<file path="config.mk">
export PLATFORM = sky130hd
export DESIGN_NAME = ddr_cmd_encoder
export DESIGN_NICKNAME = d
export VERILOG_FILES = /design/src/rtl/ddr_cmd_encoder.sv
export SDC_FILE = /design/constraint.sdc
export NUM_CORES = 1
export LEC_CHECK = 0
export CELL_PAD_IN_SITES_DETAIL_PLACEMENT = 1
export CELL_PAD_IN_SITES_GLOBAL_PLACEMENT = 2
export CORE_MARGIN = 4
export CORE_UTILIZATION = 24
export DETAILED_ROUTE_END_ITERATION = 16
export MAX_ROUTING_LAYER = met4
export PLACE_DENSITY_LB_ADDON = 0.1
export REMOVE_ABC_BUFFERS = 1
export SLEW_MARGIN = 20
export SYNTH_ARGS = -nofsm -noshare
export SYNTH_HDL_FRONTEND = slang
export SYNTH_SLANG_ARGS = --single-unit
export TNS_END_PERCENT = 1
</file>
<file path="constraint.sdc">
create_clock -name CK_t -period 1.7 [get_ports CK_t]
set_clock_uncertainty 0.1 [all_clocks]
set_input_delay 0.425 -clock CK_t [delete_from_list [all_inputs] [get_ports CK_t]]
set_output_delay 0.425 -clock CK_t [all_outputs]
set_load 0.03 [all_outputs]
</file>
<file path="src/rtl/ddr_cmd_encoder.sv">
// DDR4 command-pin encoder: init-phase flag commands, post-init host commands,
// and self-scheduled periodic refresh (PREA, tRP, REF, tRFC) with host back-pressure.
module ddr_cmd_encoder #(
    parameter int unsigned T_REFI = 7800,
    parameter int unsigned T_RP   = 16,
    parameter int unsigned T_RFC  = 280
) (
    input  logic        CK_t,
    input  logic        reset,
    input  logic        ini_done,
    input  logic        des_rdy,
    input  logic        mrs_rdy,
    input  logic        zqcl_rdy,
    input  logic [17:0] mode_reg,
    input  logic        req_valid,
    output logic        req_ready,
    input  logic [2:0]  req_cmd,
    input  logic [1:0]  req_bg,
    input  logic [1:0]  req_ba,
    input  logic [17:0] req_row,
    input  logic [9:0]  req_col,
    output logic        CS_n,
    output logic        ACT_n,
    output logic        RAS_n,
    output logic        CAS_n,
    output logic        WE_n,
    output logic [1:0]  BG,
    output logic [1:0]  BA,
    output logic [17:0] A,
    output logic        ref_busy,
    output logic        ref_overrun
);

    localparam int unsigned W_REFI = $clog2(T_REFI) + 1;
    localparam int unsigned W_RP   = $clog2(T_RP) + 1;
    localparam int unsigned W_RFC  = $clog2(T_RFC) + 1;

    // {CS_n, ACT_n, RAS_n, CAS_n, WE_n}
    localparam logic [4:0] PIN_DES  = 5'b11111;
    localparam logic [4:0] PIN_MRS  = 5'b01000;
    localparam logic [4:0] PIN_REF  = 5'b01001;
    localparam logic [4:0] PIN_PRE  = 5'b01010;
    localparam logic [4:0] PIN_ZQCL = 5'b01110;
    localparam logic [4:0] PIN_WR   = 5'b01100;
    localparam logic [4:0] PIN_RD   = 5'b01101;

    localparam logic [2:0] CMD_ACT  = 3'd0;
    localparam logic [2:0] CMD_RD   = 3'd1;
    localparam logic [2:0] CMD_WR   = 3'd2;
    localparam logic [2:0] CMD_PRE  = 3'd3;
    localparam logic [2:0] CMD_PREA = 3'd4;

    typedef enum logic [2:0] {
        S_INIT,
        S_IDLE,
        S_REF_PREA,
        S_REF_WAIT_RP,
        S_REF_ISSUE,
        S_REF_WAIT_RFC
    } state_e;

    state_e              state_q, state_d;
    logic [4:0]          pins_q, pins_d;
    logic [1:0]          bg_q, bg_d;
    logic [1:0]          ba_q, ba_d;
    logic [17:0]         a_q, a_d;
    logic                req_ready_q, req_ready_d;
    logic                ref_busy_q, ref_busy_d;
    logic                ref_overrun_q, ref_overrun_d;
    logic                ref_pending_q, ref_pending_d;
    logic [W_REFI-1:0]   refi_cnt_q, refi_cnt_d;
    logic [W_RP-1:0]     rp_cnt_q, rp_cnt_d;
    logic [W_RFC-1:0]    rfc_cnt_q, rfc_cnt_d;
    logic                refi_expire;

    // des_rdy needs no decode (idle pins are DES anyway); mode_reg[17] is reserved
    logic unused_inputs;
    assign unused_inputs = ^{des_rdy, mode_reg[17]};

    always_comb begin
        state_d       = state_q;
        pins_d        = PIN_DES;
        bg_d          = 2'b00;
        ba_d          = 2'b00;
        a_d           = 18'h0;
        ref_pending_d = ref_pending_q;
        ref_overrun_d = ref_overrun_q;
        refi_cnt_d    = refi_cnt_q;
        rp_cnt_d      = rp_cnt_q;
        rfc_cnt_d     = rfc_cnt_q;
        refi_expire   = 1'b0;

        // refresh interval timer runs whenever init is complete
        if (state_q != S_INIT) begin
            if (refi_cnt_q == '0) begin
                refi_expire   = 1'b1;
                refi_cnt_d    = W_REFI'(T_REFI - 1);
                ref_pending_d = 1'b1;
                if (ref_pending_q || (state_q != S_IDLE)) begin
                    ref_overrun_d = 1'b1;
                end
            end else begin
                refi_cnt_d = refi_cnt_q - W_REFI'(1);
            end
        end

        case (state_q)
            S_INIT: begin
                if (mrs_rdy) begin
                    pins_d = PIN_MRS;
                    bg_d   = {1'b0, mode_reg[16]};
                    ba_d   = mode_reg[15:14];
                    a_d    = {4'b0000, mode_reg[13:0]};
                end else if (zqcl_rdy) begin
                    pins_d    = PIN_ZQCL;
                    a_d[10]   = 1'b1;
                end
                if (ini_done) begin
                    state_d    = S_IDLE;
                    refi_cnt_d = W_REFI'(T_REFI - 1);
                end
            end
            S_IDLE: begin
                if (req_valid && req_ready_q) begin
                    case (req_cmd)
                        CMD_ACT: begin
                            pins_d = {2'b00, req_row[16:14]};
                            bg_d   = req_bg;
                            ba_d   = req_ba;
                            a_d    = {req_row[17], 3'b000, req_row[13:0]};
                        end
                        CMD_RD, CMD_WR: begin
                            pins_d = (req_cmd == CMD_RD) ? PIN_RD : PIN_WR;
                            bg_d   = req_bg;
                            ba_d   = req_ba;
                            a_d    = {5'b00000, 1'b1, 2'b00, req_col};
                        end
                        CMD_PRE: begin
                            pins_d = PIN_PRE;
                            bg_d   = req_bg;
                            ba_d   = req_ba;
                        end
                        CMD_PREA: begin
                            pins_d  = PIN_PRE;
                            a_d[10] = 1'b1;
                        end
                        default: pins_d = PIN_DES;
                    endcase
                end
                // an accepted request goes out first; refresh starts next cycle
                if (ref_pending_d) begin
                    state_d = S_REF_PREA;
                end
            end
            S_REF_PREA: begin
                pins_d   = PIN_PRE;
                a_d[10]  = 1'b1;
                rp_cnt_d = W_RP'(T_RP - 2);
                state_d  = S_REF_WAIT_RP;
            end
            S_REF_WAIT_RP: begin
                if (rp_cnt_q == '0) begin
                    state_d = S_REF_ISSUE;
                end else begin
                    rp_cnt_d = rp_cnt_q - W_RP'(1);
                end
            end
            S_REF_ISSUE: begin
                pins_d        = PIN_REF;
                ref_pending_d = refi_expire;
                rfc_cnt_d     = W_RFC'(T_RFC - 1);
                state_d       = S_REF_WAIT_RFC;
            end
            S_REF_WAIT_RFC: begin
                if (rfc_cnt_q == '0) begin
                    state_d = S_IDLE;
                end else begin
                    rfc_cnt_d = rfc_cnt_q - W_RFC'(1);
                end
            end
            default: state_d = S_INIT;
        endcase

        // losing ini_done aborts everything, including a refresh in flight
        if ((state_q != S_INIT) && !ini_done) begin
            state_d       = S_INIT;
            pins_d        = PIN_DES;
            bg_d          = 2'b00;
            ba_d          = 2'b00;
            a_d           = 18'h0;
            ref_pending_d = 1'b0;
        end

        req_ready_d = (state_d == S_IDLE) && !ref_pending_d;
        ref_busy_d  = state_d inside {S_REF_WAIT_RP, S_REF_ISSUE, S_REF_WAIT_RFC};
    end

    always_ff @(posedge CK_t) begin
        if (reset) begin
            state_q       <= S_INIT;
            pins_q        <= PIN_DES;
            bg_q          <= 2'b00;
            ba_q          <= 2'b00;
            a_q           <= 18'h0;
            req_ready_q   <= 1'b0;
            ref_busy_q    <= 1'b0;
            ref_overrun_q <= 1'b0;
            ref_pending_q <= 1'b0;
            refi_cnt_q    <= W_REFI'(T_REFI - 1);
            rp_cnt_q      <= '0;
            rfc_cnt_q     <= '0;
        end else begin
            state_q       <= state_d;
            pins_q        <= pins_d;
            bg_q          <= bg_d;
            ba_q          <= ba_d;
            a_q           <= a_d;
            req_ready_q   <= req_ready_d;
            ref_busy_q    <= ref_busy_d;
            ref_overrun_q <= ref_overrun_d;
            ref_pending_q <= ref_pending_d;
            refi_cnt_q    <= refi_cnt_d;
            rp_cnt_q      <= rp_cnt_d;
            rfc_cnt_q     <= rfc_cnt_d;
        end
    end

    assign {CS_n, ACT_n, RAS_n, CAS_n, WE_n} = pins_q;
    assign BG          = bg_q;
    assign BA          = ba_q;
    assign A           = a_q;
    assign req_ready   = req_ready_q;
    assign ref_busy    = ref_busy_q;
    assign ref_overrun = ref_overrun_q;

endmodule

</file>
==> results of run 1 <==
-- cell usage in the layout (no fill, tap or decap), types with 4 or more instances in the layout --
cell              n
a21oi_1          18
dlygate4sd2_1    28
xnor2_1           6
nand2_1          33
a22oi_1          13
clkbuf_16         9
dfxtp_2           5
xor2_1           11
clkdlybuf4s50_1  54
mux2i_1          10
nand3_1           7
inv_1            10
dfxtp_1          54
nand2b_1          4
buf_4            81
ha_1              6
o21ai_0          16
nor2_1           47
nor3_1            6
-- final timing paths --
path         cells after the start  slack [ns]        start      endpoint
max                              6       -0.11   state_q[1]  rfc_cnt_q[5]
min                              2        0.38  ref_overrun   ref_overrun
max reg2reg                      6       -0.11   state_q[1]  rfc_cnt_q[5]
min reg2reg                      2        0.38  ref_overrun   ref_overrun
-- flip-flops by register name, summed over array words and instances (netlist names), 2 cells and up --
| name | flops |
|---|---|
| pins_q | 5 |
| refi_cnt_q | 14 |
| BG | 2 |
| rfc_cnt_q | 10 |
| rp_cnt_q | 5 |
| state_q | 3 |
| A | 15 |
| BA | 2 |
-- metal layers --
| metal | track usage (%) | up-vias |
|---|---|---|
| met5 | - | - |
| met4 | 5.37 | 0 |
| met3 | 5.80 | 10 |
| met2 | 26.1 | 54 |
| met1 | 18.0 | 1418 |
| li1 | - | 1560 |
-- final cells by class --
type	count	area (um2)
Inverter	11	41.3
Clock buffer	12	256
Tap cell	168	210
Fill cell	1454	7110
Multi-Input combinational cell	261	1770
Clock inverter	4	47.5
Sequential cell	60	1210
Timing Repair Buffer	168	1470
-- worst max-delay path: stages, from the launching register on --
cell and delay (ns):
dfxtp_2 0.37, buf_4 0.17, nor4b_4 0.29, o31ai_4 0.14, or4_4 0.43, xor2_1 0.15, nor2_1 0.05
-- cell families after synthesis --
kind of cell	count (synthesis)	share of synthesized area, %
buffers and inverters	31	4.64
flip-flops	60	40.2
other	1	0.125
XOR/XNOR	17	4.98
adder cells (fa/ha/maj)	6	2.51
multiplexers	11	3.72
AO/OA/AOI/OAI	79	18.0
AND/OR/NAND/NOR	145	25.9
-- power by group through the flow --
stage,logic [mW],registers [mW],clock network [mW]
2_1_floorplan,0.181,1.57,0
3_3_place_gp,0.681,1.50,0
3_5_place_dp,0.685,1.50,0
4_1_cts,0.667,1.47,1.95
5_1_grt,0.725,1.47,2.02
6_report,0.669,1.46,1.89
-- through the flow --
stage                     setup WS, ns  cell area (um2)  std cells  setup TNS [ns]
final                           -0.113             5010        684          -0.299
after global routing            -0.223             5010        684           -2.45
after CTS                       -0.127             4930        684          -0.451
after detailed placement        -0.600             4610        668          -16.03
after global placement          -0.533             4610        668          -14.46
after floorplan                 -0.261             2900        332           -3.94
-- timing repair --
action                     4_1_cts  5_1_grt
resized for setup               42       21
hold buffers                     0        0
setup endpoints to repair       73       51
pin swaps                        3        2
setup buffers                    0        0
==> impl_metrics.ini, run 1 <==
[run_status]
status = finished with violations
violations = setup timing

[global_routing]
grt_pass1_wl_um = 17200
grt_pass1_vias = 3338
grt_max_degree = 17
antenna_found_initial = 0
track_usage_pct = 15.9
grt_overflow = 0

[logic_synthesis]
syn_inst = 350
synth.most_common_cell = dfxtp_1
ys_warn_count = 0
yosysUniqueCellTypes = 61
netlist_area_um2 = 2990
yosysTopAreaCellShare_pct = 40.2
yosysTopAreaCell = dfxtp_1
synth-seq-cells = 60
synth_top_cells_by_count = dfxtp_1, nor2_1, nand2_1
synth_edf_count = 0
yosysSeqAreaShare_pct = 40.2
ys.flop_type = dfxtp_1
synthArstFlopShare_pct = 0
synth.area.top_cells = dfxtp_1, nor2_1, nand2_1
syn_avg_cell_area_um2 = 8.54

[sta]
fin_crit_ns = 1.81
fmax_ghz = 0.552
rsz0062_at_grt = true
setup_ws_ns = -0.113
setup_viol = 10
final_hold_viol_count = 0
finalCritPeriodShare_pct = 107
hold_ws_ns = 0.382
drv_slew = 0

[layout]
drive_gt1_share_pct = 27.9
area_growth_pct = 67.4
diodes = 0
nets = 577
fin_util_pct = 41.3

[worst_setup_path]
arrival_ns = 1.94
path_class = flop to flop
setup.worst_path.end_class = flop
cp-start-kind = flop
critPathMaxFanout = 7
cp.required_ns = 1.82

[power]
power_mw = 4.02
peakVddDrop_v = 0.000424
netSwitchingPower_mw = 1.03
power_frac_seq_pct = 36.4
power.share.clock_pct = 46.9
power_density_nw_per_um2 = 803
p_int_mw = 2.99
switching_share_pct = 25.6
p_leak_nw = 2.08
p_comb_share_pct = 16.6

[placed_design]
gp_congestion = 0.751
hpwl_um = 8220
io_buffers = 84

[die]
die_h_um = 120
die_w_um = 120
rows = 40
core_um2 = 12100
initial_core_util_pct = 24.7
die_area_um2 = 14300
pin_count = 90

[route]
avgViaCountPerCell = 4.45
wl_met1_um = 4540
dr_wl_met3_um = 570
drc = 0
drt_iter0_drc = 108
drt_wl_total_um = 10500
num_vias = 3042
wl_per_cell_um = 15.4
wl_met2_um = 5270
dr.max_layer_used = met4
dr.pass1.iters = 4
final_antenna_net_count = 0

[clock_network]
htree_levels = 3
cts_root_buf = clkbuf_16
numCtsBuffers = 9
clk_path_buf_depth = 2
cts_tree = yes
clk_latency_ns = 0.34
clock_sinks = 60
clk_pin_slew_ns = 0.05

[min_path]
hp-class = flop to flop

[job]
drv_cap = 0
Power figures use the tool's default switching activity.
==> run 2: changes to the inputs <==
==> constraint.sdc (replaced) <==
create_clock -name CK_t -period 1.7 [get_ports CK_t]
set_clock_uncertainty 0.1 [all_clocks]
set_input_delay 0.51 -clock CK_t [delete_from_list [all_inputs] [get_ports CK_t]]
set_output_delay 0.51 -clock CK_t [all_outputs]
set_load 0.03 [all_outputs]
==> impl_metrics.ini, run 2 (same netlist as run 1, synthesis figures left out) <==
[run_status]
status = finished with violations
violations = setup timing

[clock_network]
clk_path_buf_depth = 2
htree_levels = 3
clock_sinks = 60
numCtsBuffers = 9
cts_tree = yes
clk_pin_slew_ns = 0.05
hold_buffers = 0
cts_root_buf = clkbuf_16
clk_latency_ns = 0.34

[layout]
area_growth_pct = 70.8
final_common_cell = buf_4
fill_cells = 1417
nets = 579
most-common-layout-cells = buf_4, dfxtp_1, clkdlybuf4s50_1
finalInstanceArea_um2 = 5110
diodes = 0
drive_gt1_share_pct = 29.5
largest_reg_flops = 15

[sta]
drv_slew = 0
fmax_ghz = 0.551
finalCritPeriodShare_pct = 107
final_hold_viol_count = 0
setup_viol = 6
fin_crit_ns = 1.82
rsz0062_at_grt = true
setup_ws_ns = -0.116

[die]
die_h_um = 120
die_w_um = 120
pin_count = 90
die_area_um2 = 14300
core_um2 = 12100
rows = 40
initial_core_util_pct = 24.7

[power]
p_leak_nw = 2.09
power_density_nw_per_um2 = 839
peakVddDrop_v = 0.000532
power_mw = 4.28

[worst_setup_path]
cp-start-kind = flop
critPathMaxFanout = 7
crit_start = state_q[1]
setup.worst_path.end_class = flop
reg2reg_from = state_q[1]
slowest_stage = or4_4
cp.required_ns = 1.83
path_class = flop to flop
cpPeakStageDelay_ns = 0.43
arrival_ns = 1.95
path_cells = buf_4 -> nor4b_4 -> o31ai_4 -> or4_4 -> xor2_1 -> nor2_1

[job]
drv_cap = 0

[route]
drc = 0
avgViaCountPerCell = 4.56
dr.pass1.iters = 4
drt_iter0_drc = 114
drt_wl_total_um = 10600
num_vias = 3131
wl_per_cell_um = 15.4
final_antenna_net_count = 0

[min_path]
hp-class = flop to flop
min_from = ref_overrun

[placed_design]
placed_area_um2 = 4650
hpwl_um = 8250
dp_slack_ns = -0.700
io_buffers = 84
gp_congestion = 0.751

[global_routing]
track_usage_pct = 15.7
antenna_found_initial = 0
grt_pass1_wl_um = 17100
grt_max_degree = 17
grt_pass1_vias = 3447
grt_overflow = 0
run 2: changes by cell type in the layout (fill, tap and decap cells not counted), moves of 3 or more:
cell	before	now
dlygate4sd2_1	28	17
buf_12	2	6
buf_6	1	4
clkdlybuf4s15_1	0	8
run 2: path summary, 6_finish.rpt:
kind / cells past startpoint / endpoint / slack (ns)
setup / recovery: 6 / rfc_cnt_q[5] / -0.12
hold / removal: 2 / ref_overrun / 0.38
setup reg to reg: 6 / rfc_cnt_q[5] / -0.12
hold reg to reg: 2 / ref_overrun / 0.38
run 2: repair_timing:
action / in CTS / in global routing
gates cloned: 0 / 0
buffers inserted: 0 / 2
endpoints found under the setup margin: 73 / 60
pin swaps: 6 / 7
resized for setup: 50 / 29
run 2: area by class of cell:
cell class	count	area (um2)	area share [%]
Clock buffer	11	233	4.56
Clock inverter	5	100	1.96
Inverter	11	41.3	0.808
Multi-Input combinational cell	261	1770	34.7
Sequential cell	60	1210	23.8
Tap cell	168	210	4.12
Timing Repair Buffer	170	1540	30.1
run 2: power breakdown:
group	internal [mW]	total (mW)	switching, mW	leakage (nW)
logic	0.372	0.710	0.338	1.44
clock network	1.43	2.10	0.673	0.163
registers	1.45	1.47	0.0244	0.491
total	3.25	4.28	1.04	2.09
run 2: layer usage:
metal  vias up  share of wire (%)  global-route usage, %
met5         -                  0                      -
met4         0                1.7                   4.37
met3        13                5.1                   6.27
met2        62                 50                   26.1
met1      1491                 44                   17.6
li1       1565                  -                      -
run 2: worst max-delay path: cells and delay by family (launching register included):
| family | cells | cell delay (ns) |
|---|---|---|
| buffers and inverters | 1 | 0.16 |
| XOR/XNOR | 1 | 0.16 |
| AO/OA/AOI/OAI | 1 | 0.14 |
| AND/OR/NAND/NOR | 3 | 0.78 |
| flip-flops | 1 | 0.37 |
run 2: per-stage QoR:
step / hold WS, ns / setup TNS (ns) / cells / utilization (%)
after global routing: 0.428 / -2.46 / 686 / 42.2
final: 0.385 / -0.468 / 686 / 42.2
after CTS: 0.402 / -0.425 / 684 / 41.5
after global placement: 0.369 / -19.17 / 668 / 38.4
after floorplan: 0.344 / -3.94 / 332 / -
after detailed placement: 0.383 / -21.41 / 668 / 38.4
